<file path="config.mk">
export PLATFORM = sky130hd
export DESIGN_NAME = sync_fifo_q
export DESIGN_NICKNAME = d
export VERILOG_FILES = /design/src/rtl/sync_fifo_ram.sv /design/src/rtl/sync_fifo_q.sv
export SDC_FILE = /design/constraint.sdc
export NUM_CORES = 1
export LEC_CHECK = 0
export BUFFER_PORTS_ARGS = -buffer_cell sky130_fd_sc_hd__buf_2
export CAP_MARGIN = 40
export CORE_MARGIN = 2
export CORE_UTILIZATION = 67
export DETAILED_ROUTE_END_ITERATION = 10
export GPL_ROUTABILITY_DRIVEN = 1
export PLACE_DENSITY = 0.95
export SETUP_SLACK_MARGIN = 0.2
export SLEW_MARGIN = 20
export SYNTH_ARGS = -nofsm -noshare
export SYNTH_HDL_FRONTEND = slang
export SYNTH_SLANG_ARGS = --single-unit
</file>
<file path="constraint.sdc">
create_clock -name clk -period 8.5 [get_ports clk]
set_clock_uncertainty 0.15 [all_clocks]
set_input_delay 1.275 -clock clk [delete_from_list [all_inputs] [get_ports clk]]
set_output_delay 1.275 -clock clk [all_outputs]
set_load 0.01 [all_outputs]
</file>
<file path="src/rtl/sync_fifo_ram.sv">
// Simple dual-port storage for sync_fifo_q: one write port, one read port with a registered output.
// Read data appears one cycle after rd_en and holds until the next enabled read; no backpressure here.
module sync_fifo_ram #(
   parameter int ADDR_WIDTH = 5,
   parameter int DATA_WIDTH = 8
) (
   input  logic                  clk,
   input  logic                  rstn,
   input  logic                  wr_en,
   input  logic [ADDR_WIDTH-1:0] wr_addr,
   input  logic [DATA_WIDTH-1:0] wr_data,
   input  logic                  rd_en,
   input  logic [ADDR_WIDTH-1:0] rd_addr,
   output logic [DATA_WIDTH-1:0] rd_data
);

   localparam int DEPTH = 2**ADDR_WIDTH;

   logic [DATA_WIDTH-1:0] mem [0:DEPTH-1];

   // Array is deliberately left unreset so it can map onto RAM macros.
   always_ff @(posedge clk) begin
      if (wr_en) begin
         mem[wr_addr] <= wr_data;
      end
   end

   always_ff @(posedge clk or negedge rstn) begin
      if (!rstn) begin
         rd_data <= '0;
      end else if (rd_en) begin
         rd_data <= mem[rd_addr];
      end
   end

endmodule

</file>
<file path="src/rtl/sync_fifo_q.sv">
// Single-clock FIFO of 2**ADDR_WIDTH words; read data registered, valid one cycle after an accepted read.
// Writes while full and reads while empty are dropped; producer throttles on fifo_full / data_count.
module sync_fifo_q #(
   parameter int ADDR_WIDTH = 5,
   parameter int DATA_WIDTH = 8
) (
   input  logic                  clk,
   input  logic                  rstn,
   input  logic [DATA_WIDTH-1:0] fifo_wr_data,
   input  logic                  fifo_wr_en,
   input  logic                  fifo_rd_en,
   output logic [DATA_WIDTH-1:0] fifo_rd_data,
   output logic                  fifo_full,
   output logic                  fifo_empty,
   output logic [ADDR_WIDTH:0]   data_count
);

   localparam int                DEPTH    = 2**ADDR_WIDTH;
   localparam logic [ADDR_WIDTH:0] FULL_CNT = (ADDR_WIDTH+1)'(DEPTH);

   logic [ADDR_WIDTH-1:0] wr_ptr;
   logic [ADDR_WIDTH-1:0] rd_ptr;
   logic [ADDR_WIDTH:0]   count;
   logic                  wr_accept;
   logic                  rd_accept;

   // Flags come from the registered count only, never from the live requests.
   assign fifo_full  = (count == FULL_CNT);
   assign fifo_empty = (count == '0);
   assign data_count = count;

   assign wr_accept = fifo_wr_en & ~fifo_full;
   assign rd_accept = fifo_rd_en & ~fifo_empty;

   always_ff @(posedge clk or negedge rstn) begin
      if (!rstn) begin
         wr_ptr <= '0;
         rd_ptr <= '0;
         count  <= '0;
      end else begin
         if (wr_accept) begin
            wr_ptr <= wr_ptr + 1'b1;
         end
         if (rd_accept) begin
            rd_ptr <= rd_ptr + 1'b1;
         end
         case ({wr_accept, rd_accept})
            2'b10:   count <= count + 1'b1;
            2'b01:   count <= count - 1'b1;
            default: count <= count;
         endcase
      end
   end

   sync_fifo_ram #(
      .ADDR_WIDTH (ADDR_WIDTH),
      .DATA_WIDTH (DATA_WIDTH)
   ) u_ram (
      .clk     (clk),
      .rstn    (rstn),
      .wr_en   (wr_accept),
      .wr_addr (wr_ptr),
      .wr_data (fifo_wr_data),
      .rd_en   (rd_accept),
      .rd_addr (rd_ptr),
      .rd_data (fifo_rd_data)
   );

endmodule

</file>
======== Word level (Yosys, flattened, before mapping) ========
Memory sizes are Yosys's and may differ from the RTL's. A register that Yosys moved wholly into a read port is not among the register bits.
Index checks and enable logic that the tools add are counted.
storage, ports and cells
  output and inout bits ................... 16
  register bits ........................... 16
  word-level logic and storage cells ...... 21
  bits of input ports ..................... 12
  memory bits (writable) .................. 256
  memories ................................ 1
operators by class
  bitwise gates (word level) .............. 4
  $add $sub $neg .......................... 4
  mux-type cells .......................... 3
  reductions and logical operators ........ 3
  equal/unequal tests ..................... 3
memories
  name       words  width  read ports  clocked after Yosys merged registers in  write ports  line                 RTL
  u_ram.mem  32     8      1           1                                        1            sync_fifo_ram.sv:19  logic [DATA_WIDTH-1:0] mem [0:DEPTH-1];
operator list
  operator                                              number
  case mux 6 bit (2 select lines)                       1
  adder 5 x 1 -> 5 bit (second input constant)          2
  adder 6 x 1 -> 6 bit (second input constant)          1
  equality test 6 bit (second input constant)           1
  logical NOT 6 bit                                     1
  subtractor 6 x 1 -> 6 bit (second input constant)     1
  AND 1 bit                                             2
  equality test 2 x 1 -> 1 bit (second input constant)  1
  equality test 2 bit (second input constant)           1
  two-way mux 1 bit                                     2
  NOT 1 bit                                             2
  nonzero test 2 bit                                    1
  logical NOT 1 bit                                     1

======== Longest topological paths before layout ========
Gate-level depths: netlist (run 1).
  word-level depth ........................ 5
  mapped depth ............................ 13
  gate-level depth less buffers ........... 12

======== Hierarchy ========
A second synthesis (run 1) with hierarchy kept.
unflattened totals
  cells, all modules ...................... 677
  area, all modules ....................... 11,350.9 um^2
by module, submodules not included
  module         cells an instance  sequential area each (um^2)  area an instance (um^2)  instances
  sync_fifo_ram  591                7,887.6                      10,421.2                 1
  sync_fifo_q    86                 400.4                        929.6                    1

======== Least setup slack after synthesis (run 1) ========
OpenSTA, ideal clock, no wires.
  path type ............................... in2reg
  start point ............................. in fifo_wr_en
  end point ............................... reg count[5], in the netlist data_count[5]
  path buffers ............................ 0
  required time ........................... 8,271 ps
  stages .................................. 10
  slack ................................... 5,169 ps
  arrival time ............................ 3,102 ps
  setup time .............................. 79 ps
  cells stage by stage .................... inv_1 -> a31oi_2 -> inv_1 -> ha_1 -> ha_1 -> a21o_1 -> a21oi_1 -> or4_1 -> nand3_1 -> xor2_1
between the ends
  word-level cells in the longest chain between the ends .. 3
  elaborated cells on any way between the ends .. 5
  those cells by class .................... 2 x eq/ne; 1 x mux; 1 x bitwise; 1 x reduce/logical
RTL lines
  item                                                                   line               RTL
  start, declared                                                        sync_fifo_q.sv:10  input logic fifo_wr_en,
  AND 1 bit (*)                                                          sync_fifo_q.sv:32  assign wr_accept = fifo_wr_en & ~fifo_full;
  equality test 2 x 1 -> 1 bit or equality test 2 bit (tied branches)    sync_fifo_q.sv:47  case ({wr_accept, rd_accept})
  case mux 6 bit (2 select lines) or nonzero test 2 bit (tied branches)  -
  end signal, assigned                                                   sync_fifo_q.sv:48  2'b10: count <= count + 1'b1;
  end signal, assigned                                                   sync_fifo_q.sv:49  2'b01: count <= count - 1'b1;
  end signal, assigned                                                   sync_fifo_q.sv:50  default: count <= count;
  end, declared                                                          sync_fifo_q.sv:23  logic [ADDR_WIDTH:0] count;
Every way passes the cells marked *; elsewhere a longest branch is shown, timed or not.
A chain may end at the register's enable or synchronous reset.

======== Worst setup path in the final report (run 1) ========
  start point ............................. reg count[1], in the netlist data_count[1]
  end point ............................... reg count[5], in the netlist data_count[5]
between the ends
  word-level cells in the longest chain between the ends .. 5
  elaborated cells on any way between the ends .. 12
  those cells by class .................... 2 x add/sub; 3 x eq/ne; 1 x mux; 4 x bitwise; 2 x reduce/logical
RTL lines
  item                                                                   line               RTL
  logical NOT 6 bit (*)                                                  sync_fifo_q.sv:29  assign fifo_empty = (count == '0);
  NOT 1 bit (*)                                                          sync_fifo_q.sv:33  assign rd_accept = fifo_rd_en & ~fifo_empty;
  AND 1 bit (*)                                                          sync_fifo_q.sv:33
  net rd_accept                                                          sync_fifo_q.sv:25  logic rd_accept;
  equality test 2 x 1 -> 1 bit or equality test 2 bit (tied branches)    sync_fifo_q.sv:47
  case mux 6 bit (2 select lines) or nonzero test 2 bit (tied branches)  -
The timed path passes the listed nets; every way through them passes the cells marked *.

==> results of run 1 <==
==> worst max-delay path: cells and delay by family, from the launching register on <==
family,cells,cell delay (ps)
and+or+nand+nor,5,1810
adders and majority gates,2,760
buffers and inverters,1,460
DFF,1,440
AOI/OAI and AO/OA,2,210
xor gates and xnor gates,1,170
==> per-layer routing <==
layer	track usage (%)	vias to the layer above	share of wire [%]
met1	43.4	3248	35
met2	51.7	559	49
met5	0	-	0
met3	6.01	115	11
li1	-	2554	-
met4	12.4	0	5.1
==> through the flow <==
| step | power [mW] | hold slack, ps | cells | cell area [µm²] |
|---|---|---|---|---|
| floorplan | 2.60 | 379 | 621 | 11200 |
| global placement | 2.84 | 373 | 841 | 11400 |
| detailed placement | 2.94 | 369 | 842 | 11500 |
| CTS | 4.13 | 411 | 890 | 12300 |
| global route | 4.28 | 431 | 896 | 12400 |
| finish | 4.18 | 413 | 896 | 12400 |
==> flip-flops by register name (all words and copies together) (netlist names) <==
register,flops
u_ram.mem,256
u_ram.rd_data,8
data_count,6
rd_ptr,5
wr_ptr,5
==> cells by family after synthesis <==
| family | after synthesis | synth area share (%) |
|---|---|---|
| xor+xnor | 12 | 0.939 |
| simple gates | 105 | 4.52 |
| compound gates | 86 | 5.43 |
| fa+ha+maj | 11 | 1.30 |
| flops | 280 | 74.1 |
| buf+inv | 42 | 2.14 |
| mux | 85 | 11.6 |
==> path summary, 6_finish.rpt <==
check	to	depth (start not counted)
worst max-delay path	data_count[5]	11
worst min-delay path	data_count[5]	1
worst max register to register	data_count[5]	11
worst min register to register	data_count[5]	1
max in group asynchronous	rd_ptr[0]	1
min in group asynchronous	wr_ptr[1]	1
==> placed cells by master (no fill, tap or decap), drive strengths merged, types with 6 or more instances in the layout <==
cell    netlist  final
a221oi        7      7
dfrtp        24     24
a21oi         9      9
clkinv        1     10
mux2i        49     49
a41oi         7      7
nand2        17     17
a211oi        7      7
a22o          7      7
a22oi        14     14
clkbuf       10     36
nor2         52     52
inv          10     11
edfxtp      256    256
o22ai        15     15
xnor2         9      9
mux4         36     36
buf          21     38
nor3          6      6
o21ai        16     16
ha           10     10
==> power groups by stage <==
stage               Sequential [mW]  Clock (mW)  Combinational (mW)
detailed placement             1.82           0                1.11
CTS                            1.81        1.16                1.16
finish                         1.82        1.16                1.19
global placement               1.81           0                1.03
global route                   1.83        1.21                1.25
floorplan                      1.73           0               0.869
==> layout make-up <==
type / instances / area (µm²)
inverter: 11 / 41.3
sequential: 280 / 8290
fill: 850 / 4100
clock inverter: 12 / 113
multi-input combinational: 299 / 2670
clock buffer: 36 / 739
tap: 220 / 275
timing repair buffer: 38 / 238
==> impl_metrics.yaml, run 1 <==
status:
  status: "finished, final reports clean"
final_layout:
  synthToLayoutAreaGrowth_pct: 10.5
  final_util_pct: 75.1
  layout.nets: 679
  drive_gt1_share_pct: 18.3
  diodes: 0
power:
  p_int_mw: 2.79
  comb_power_share_pct: 28.5
  pwr-share-clk_pct: 27.9
  p_switching_mw: 1.39
  p_seq_share_pct: 43.6
  leakage_nw: 4.19
  sw_frac_of_total_pct: 33.2
  ir_drop_v: 0.000360
  power_density_nw_per_um2: 338
critical_path:
  cp_data_arrival_time_ps: 4390
  max_stage_delay_ps: 670
  critPathRequiredTime_ps: 8800
  reg2reg_slack_ps: 4400
  end_kind: "flop"
  start_kind: "flop"
  critical_path_class: "reg2reg"
  worstPathCellList: "nor3_2, and3b_1, nand2b_1, clkinv_1, ha_1, ha_1, a21o_1, a21oi_1, or4_1, nand3_1, xor2_1"
  crit_top_cell: "ha_1"
  slowest_stage: "nand2b_1"
  critPathMaxFanout: 17
  startpoint: "data_count[1]"
  reg2reg_from: "data_count[1]"
yosys:
  synth_warnings: 0
  synth_edf_count: 256
  yosys.cell_count.top_type: "edfxtp_1"
  synth.cell_area_um2: 11200
  yosys.area.top_type_share_pct: 68.7
  synth_nets: 644
  synth_top_cell_by_area: "edfxtp_1"
  synth_seq_area_share_pct: 74.1
  ys.flop_type: "edfxtp_1"
  ys_async_sr_fraction_pct: 8.57
  synth.distinct_cells: 52
  avgSynthCellArea_um2: 18.0
  syn_inst: 621
  synth_top_cells_by_count: "edfxtp_1, nor2_1, mux2i_1"
  ys_ff_latch: 280
  ys_top_cells_by_area: "edfxtp_1, mux4_2, dfrtp_1, mux2i_1, nor2_1"
clock_tree:
  cts_buffers: 26
  clock_latency_ps: 540
  numClockSinks: 280
  cts-root-buf: "clkbuf_16"
  postCtsHoldBufs: 0
  post-cts-setup-buffers: 0
  tritoncts: "yes"
  ctsLongestPathBuffers: 3
  cts.clk_slew.worst_paths_ps: 70
  postCtsResizedCells: 0
  htreeDepth: 1
route:
  detailroute.via_count: 6476
  drcViolationCount: 0
  drtIter0Drc: 897
  drt_wl_total_um: 27100
  wire_per_inst_um: 30.3
  vias_per_cell: 7.23
  ant_nets: 0
  first_pass_iters: 5
min_path:
  hold_start: "data_count[5]"
  hold_path.class: "reg2reg"
sta:
  maxSlewHeadroom_pct: 42.9
  fmax_mhz: 244
  drv_slew: 0
  layout_setup_ws_ps: 4400
  hold_violations: 0
  worst_pin_slew_ps: 856
  fin_crit_sh_pct: 48.2
  rsz0062_at_grt: "false"
  tns_ps: 0
  finalSetupViolations: 0
  period_needed_ps: 4100
grt:
  grt.total_usage_pct: 31.7
  grt_pass1_wl_um: 41200
  grt_max_degree: 42
  grt-ovfl-total: 0
  grt_pass1_vias: 6488
  antenna_found_initial: 0
floorplanning:
  fp.dieH_um: 133
  boundaryPins: 28
  die_x_um: 133
  die_area_um2: 17800
  core_um2: 16500
  start_util_pct: 68.0
  rows: 47
placed_design:
  dp_hpwl_um: 15700
  port_buffers: 27
  gp_congestion: 0.849
  preCtsSetupSlack_ps: 4210
run:
  cap_violations: 0
Note: power is estimated with default switching activity, not from simulation.
==> run 2, diff against run 1 <==
CORE_UTILIZATION = 56   (was 67)
PLACE_DENSITY = 0.85   (was 0.95)
clock period = 3.43 ns   (was 8.5 ns; I/O delays follow)
==> impl_metrics.yaml, run 2 (synthesis gave the netlist of run 1 again) <==
critical_path:
  reg2reg_slack_ps: 430
  r2r-end: "data_count[5]"
  worstPathCellList: "nor3_2, and3b_1, nand2b_1, inv_2, ha_2, ha_1, a21o_1, a21oi_1, or4_1, nand3_1, xor2_1"
  max_stage_delay_ps: 520
  reg2reg_from: "data_count[1]"
  critPathRequiredTime_ps: 3730
  start_kind: "flop"
  r2r_cells: 11
  critical_path_class: "reg2reg"
  critical_path.top_delay_family: "simple AND/OR/NAND/NOR gates"
  slowest_stage: "or4_1"
  cp_data_arrival_time_ps: 3300
  critPathMaxFanout: 8
  end_kind: "flop"
  cp.buffers_inverters: 1
final_layout:
  layout.nets: 685
  final_common_cell: "edfxtp_1"
  top_register: "u_ram.mem"
  synthToLayoutAreaGrowth_pct: 11.2
  drive_gt1_share_pct: 19.0
  largest_register_ffs: 256
  most-common-layout-cells: "edfxtp_1, nor2_1, mux2i_1"
placed_design:
  port_buffers: 27
  gp_congestion: 0.913
  dp_hpwl_um: 14600
sta:
  drv_slew: 0
  maxSlewHeadroom_pct: 44.4
  tns_ps: 0
  fmax_mhz: 333
  worst_pin_slew_ps: 831
  hold_slack_ps: 264
  hold_violations: 0
  period_needed_ps: 3000
  fin_crit_sh_pct: 87.5
  finalSetupViolations: 0
  rsz0062_at_grt: "false"
route:
  drt_wl_total_um: 25600
  vias_per_cell: 6.69
  wire_per_inst_um: 27.1
  ant_nets: 0
  drcViolationCount: 0
  first_pass_iters: 6
  top_layer_used: "met4"
  drtIter0Drc: 850
  detailroute.via_count: 6320
  met3WireLength_um: 2700
  dr_wl_met2_um: 13000
  met1_length_um: 8870
grt:
  grt_pass1_wl_um: 38200
  antenna_found_initial: 1
  grt-ovfl-total: 0
  grt_max_degree: 33
  grt.total_usage_pct: 24.1
  grt_pass1_vias: 6397
floorplanning:
  core_um2: 19500
  rows: 51
  boundaryPins: 28
  die_area_um2: 21100
  fp.dieH_um: 145
  die_x_um: 145
  start_util_pct: 57.3
min_path:
  hold_start: "fifo_wr_en"
  holdPathEnd: "wr_ptr[0]"
  hold_path.class: "in2reg"
  hold_depth: 4
clock_tree:
  clock_latency_ps: 520
  cts_buffers: 25
  htreeDepth: 1
  cts.clk_slew.worst_paths_ps: 70
  tritoncts: "yes"
  ctsLongestPathBuffers: 3
  numClockSinks: 280
  cts-root-buf: "clkbuf_16"
run:
  cap_violations: 0
status:
  status: "finished, final reports clean"
power:
  power_density_nw_per_um2: 821
  finalPower_mw: 10.2
  leakage_nw: 4.20
  ir_drop_v: 0.000609
-- run 2: changes by cell type in the layout (fill, tap and decap cells not counted), sizes merged --
cell,before,now
dlygate4sd3,0,1
clkbuf,36,34
buf,38,44
clkinv,10,5
inv,11,12
bufinv,2,3
diode,0,1
-- run 2: report_power, final --
part	internal (mW)	leakage, nW	switching, mW
sequential	4.06	2.59	0.358
combinational	1.20	1.20	1.74
clock	1.67	0.408	1.20
total	6.93	4.20	3.29
-- run 2: metal layers --
| layer | up-vias | global-route usage (%) |
|---|---|---|
| met3 | 89 | 5.33 |
| met4 | 0 | 10.3 |
| li1 | 2567 | - |
| met5 | - | 0 |
| met1 | 3166 | 30.7 |
| met2 | 498 | 40.4 |
-- run 2: timing repair --
| action | 4_1_cts | 5_1_grt |
|---|---|---|
| setup buffers | 0 | 0 |
| hold endpoints to repair | 24 | 0 |
| gates resized for setup | 0 | 2 |
| setup endpoints to repair | 0 | 3 |
| hold buffers | 1 | 0 |
-- run 2: stage by stage --
stage | area, µm² | std cells | util, % | setup WS (ps)
2_1_floorplan | 11200 | 621 | - | 391
3_3_place_gp | 11600 | 895 | 59.3 | 474
3_5_place_dp | 11600 | 895 | 59.3 | 327
4_1_cts | 12400 | 939 | 63.6 | 250
5_1_grt | 12400 | 943 | 63.8 | 332
6_report | 12500 | 944 | 63.8 | 429
-- run 2: final cells by class --
type | instances | area [µm²]
Sequential cell | 280 | 8290
Clock inverter | 9 | 120
Antenna cell | 1 | 2.50
Tap cell | 265 | 332
Clock buffer | 34 | 709
Timing Repair Buffer | 45 | 285
Inverter | 11 | 41.3
Fill cell | 1256 | 7080
Multi-Input combinational cell | 299 | 2670
-- run 2: how the worst max path moves through the flow --
| stage | startpoint | end | cells after the start |
|---|---|---|---|
| global route | data_count[1] | data_count[5] | 11 |
| CTS | data_count[1] | data_count[5] | 11 |
| detailed placement | data_count[1] | data_count[5] | 11 |
| finish | data_count[1] | data_count[5] | 11 |
| global placement | data_count[1] | data_count[5] | 11 |
| floorplan | data_count[1] | data_count[5] | 12 |
-- run 2: worst min-delay path: stages --
cell	delay, ps
buf_2	90
inv_1	50
a31oi_2	90
xnor2_1	140
==> run 3, diff against run 2 <==
ABC_AREA = 1   (was not set)
REMOVE_ABC_BUFFERS = 1   (was not set)
==> impl_metrics.yaml, run 3 <==
floorplanning:
  boundaryPins: 28
  fp.dieH_um: 151
  die_x_um: 151
  core_um2: 21200
  start_util_pct: 57.3
  die_area_um2: 22800
  rows: 53
final_layout:
  most-common-layout-cells: "nand2_1, edfxtp_1, nand3_1"
  synthToLayoutAreaGrowth_pct: 9.79
  top_register: "u_ram.mem"
  layout.nets: 1202
  n_fill_cell: 1505
  final_util_pct: 62.9
  diodes: 0
  drive_gt1_share_pct: 8.09
  final_common_cell: "nand2_1"
  largest_register_ffs: 256
power:
  pwr-share-clk_pct: 26.5
  finalPower_mw: 10.7
  power_density_nw_per_um2: 801
  ir_drop_v: 0.000509
  p_int_mw: 6.71
  leakage_nw: 5.50
  p_seq_share_pct: 40.3
  sw_frac_of_total_pct: 37.1
  p_switching_mw: 3.95
  comb_power_share_pct: 33.2
sta:
  drv_slew: 0
  fmax_mhz: 333
  worst_pin_slew_ps: 872
  finalSetupViolations: 0
  fin_crit_sh_pct: 87.7
  rsz0062_at_grt: "false"
  maxSlewHeadroom_pct: 41.6
  hold_violations: 0
  period_needed_ps: 3010
run:
  cap_violations: 0
critical_path:
  r2r_cells: 14
  cp_data_arrival_time_ps: 3270
  critPathMaxFanout: 15
  slowest_stage: "dfrtp_1"
  critical_path_class: "reg2reg"
  start_kind: "flop"
  critPathRequiredTime_ps: 3690
  end_kind: "flop"
  max_stage_delay_ps: 460
  crit_top_cell: "nand2_1"
  worstPathCellList: "inv_2, nand4_1, nor2_1, nand2_1, nand2_1, inv_1, ha_1, ha_1, nand2_1, nand2_1, a21o_1, or2_2, nand3_1, o21ai_0"
yosys:
  synth_edf_count: 256
  syn_inst: 1159
  yosys.cell_count.top_type: "nand2_1"
  ys_top_cells_by_area: "edfxtp_1, nand2_1, nand3_1, dfrtp_1, inv_1"
  ys_async_sr_fraction_pct: 8.57
  synth_warnings: 0
  avgSynthCellArea_um2: 10.5
  synth_top_cell_by_area: "edfxtp_1"
  synth.distinct_cells: 26
  yosys.area.top_type_share_pct: 63.4
  synth_seq_area_share_pct: 68.4
  ys.flop_type: "edfxtp_1"
  synth_top_cells_by_count: "nand2_1, edfxtp_1, nand3_1"
  synth.cell_area_um2: 12100
  ys_ff_latch: 280
status:
  status: "finished, final reports clean"
min_path:
  hold_path.class: "in2reg"
  hold_depth: 3
grt:
  grt_pass1_wl_um: 42300
  use_met1_pct: 31.9
  grtUsageMet3_pct: 3.61
  grt.total_usage_pct: 24.2
  grt-ovfl-total: 0
  grt_max_degree: 100
  antenna_found_initial: 0
  grt_pass1_vias: 8380
  top_usage_layer: "met2"
  use_met2_pct: 40.8
placed_design:
  gp_congestion: 0.843
  dp_hpwl_um: 15700
  port_buffers: 27
route:
  wire_per_inst_um: 18.3
  vias_per_cell: 5.59
  drt_wl_total_um: 27000
  ant_nets: 0
  drtIter0Drc: 968
  first_pass_iters: 6
  detailroute.via_count: 8239
  drcViolationCount: 0
clock_tree:
  cts_buffers: 27
  cts.clk_slew.worst_paths_ps: 60
  tritoncts: "yes"
  numClockSinks: 280
  htreeDepth: 1
  ctsLongestPathBuffers: 3
  cts-root-buf: "clkbuf_16"
  clock_latency_ps: 530
## run 3: cell types whose count changed after synthesis, moves of 32 or more
cell     previous run  this run
nor2_1             52        84
mux2i_1            49         0
mux4_2             36         0
inv_1              10       124
nand2_1            17       380
nand3_1             5       166
## run 3: stage by stage
stage          TNS, ps  area [µm²]  hold WS [ps]  setup slack [ps]  instances
4_1_cts              0       13300           182               451       1469
3_3_place_gp         0       12400           313               644       1419
6_report             0       13300           193               423       1474
2_1_floorplan   -11610       11800          68.9             -1320       1106
3_5_place_dp         0       12400           315               506       1419
5_1_grt              0       13300           215               257       1474
## run 3: repair_timing
action,CTS,global route
hold endpoints to repair,24,0
buffers inserted,0,0
resized for setup,0,0
hold buffers,1,0
## run 3: power groups by stage
stage / sequential [mW] / clock (mW) / combinational [mW]
2_1_floorplan: 4.54 / 0 / 2.10
5_1_grt: 4.32 / 2.96 / 3.91
3_5_place_dp: 4.35 / 0 / 3.44
3_3_place_gp: 4.33 / 0 / 3.30
4_1_cts: 4.28 / 2.84 / 3.50
6_report: 4.29 / 2.82 / 3.54
## run 3: final timing paths
kind | to | startpoint | slack, ps
min in group asynchronous | data_count[4] | rstn | 370
max in group asynchronous | rd_ptr[0] | rstn | 2300
hold reg to reg | u_ram.rd_data[4] | u_ram.rd_data[4] | 330
setup reg to reg | data_count[4] | data_count[0] | 420
hold / removal | wr_ptr[0] | fifo_wr_en | 190
setup / recovery | data_count[4] | data_count[0] | 420
## run 3: routing by layer
layer	up-vias	wire, µm
met5	-	0
met4	0	859
met3	85	2160
met2	402	13300
met1	3897	10600
li1	3855	-
## run 3: cell type report
class | instances | area [µm²] | area share, %
clock buffer | 35 | 716 | 5.38
clock inverter | 14 | 124 | 0.931
inverter | 130 | 489 | 3.68
multi-input combinational | 696 | 3070 | 23.0
sequential | 280 | 8290 | 62.3
tap | 275 | 344 | 2.59
timing repair buffer | 44 | 278 | 2.09
## run 3: kinds of logic after synthesis
kind of cell,Yosys count,share of synthesized area [%]
DFF,280,68.4
AOI/OAI and AO/OA,37,1.59
and+or+nand+nor,639,21.9
buffers and inverters,183,6.34
xor gates and xnor gates,9,0.650
adders and majority gates,11,1.20
## run 3: critical path, delay by kind of cell, from the launching register on
family          cells  cell delay [ps]
simple gates        8              820
flops               1              460
compound gates      2              250
fa+ha+maj           2              750
buf+inv             2              450
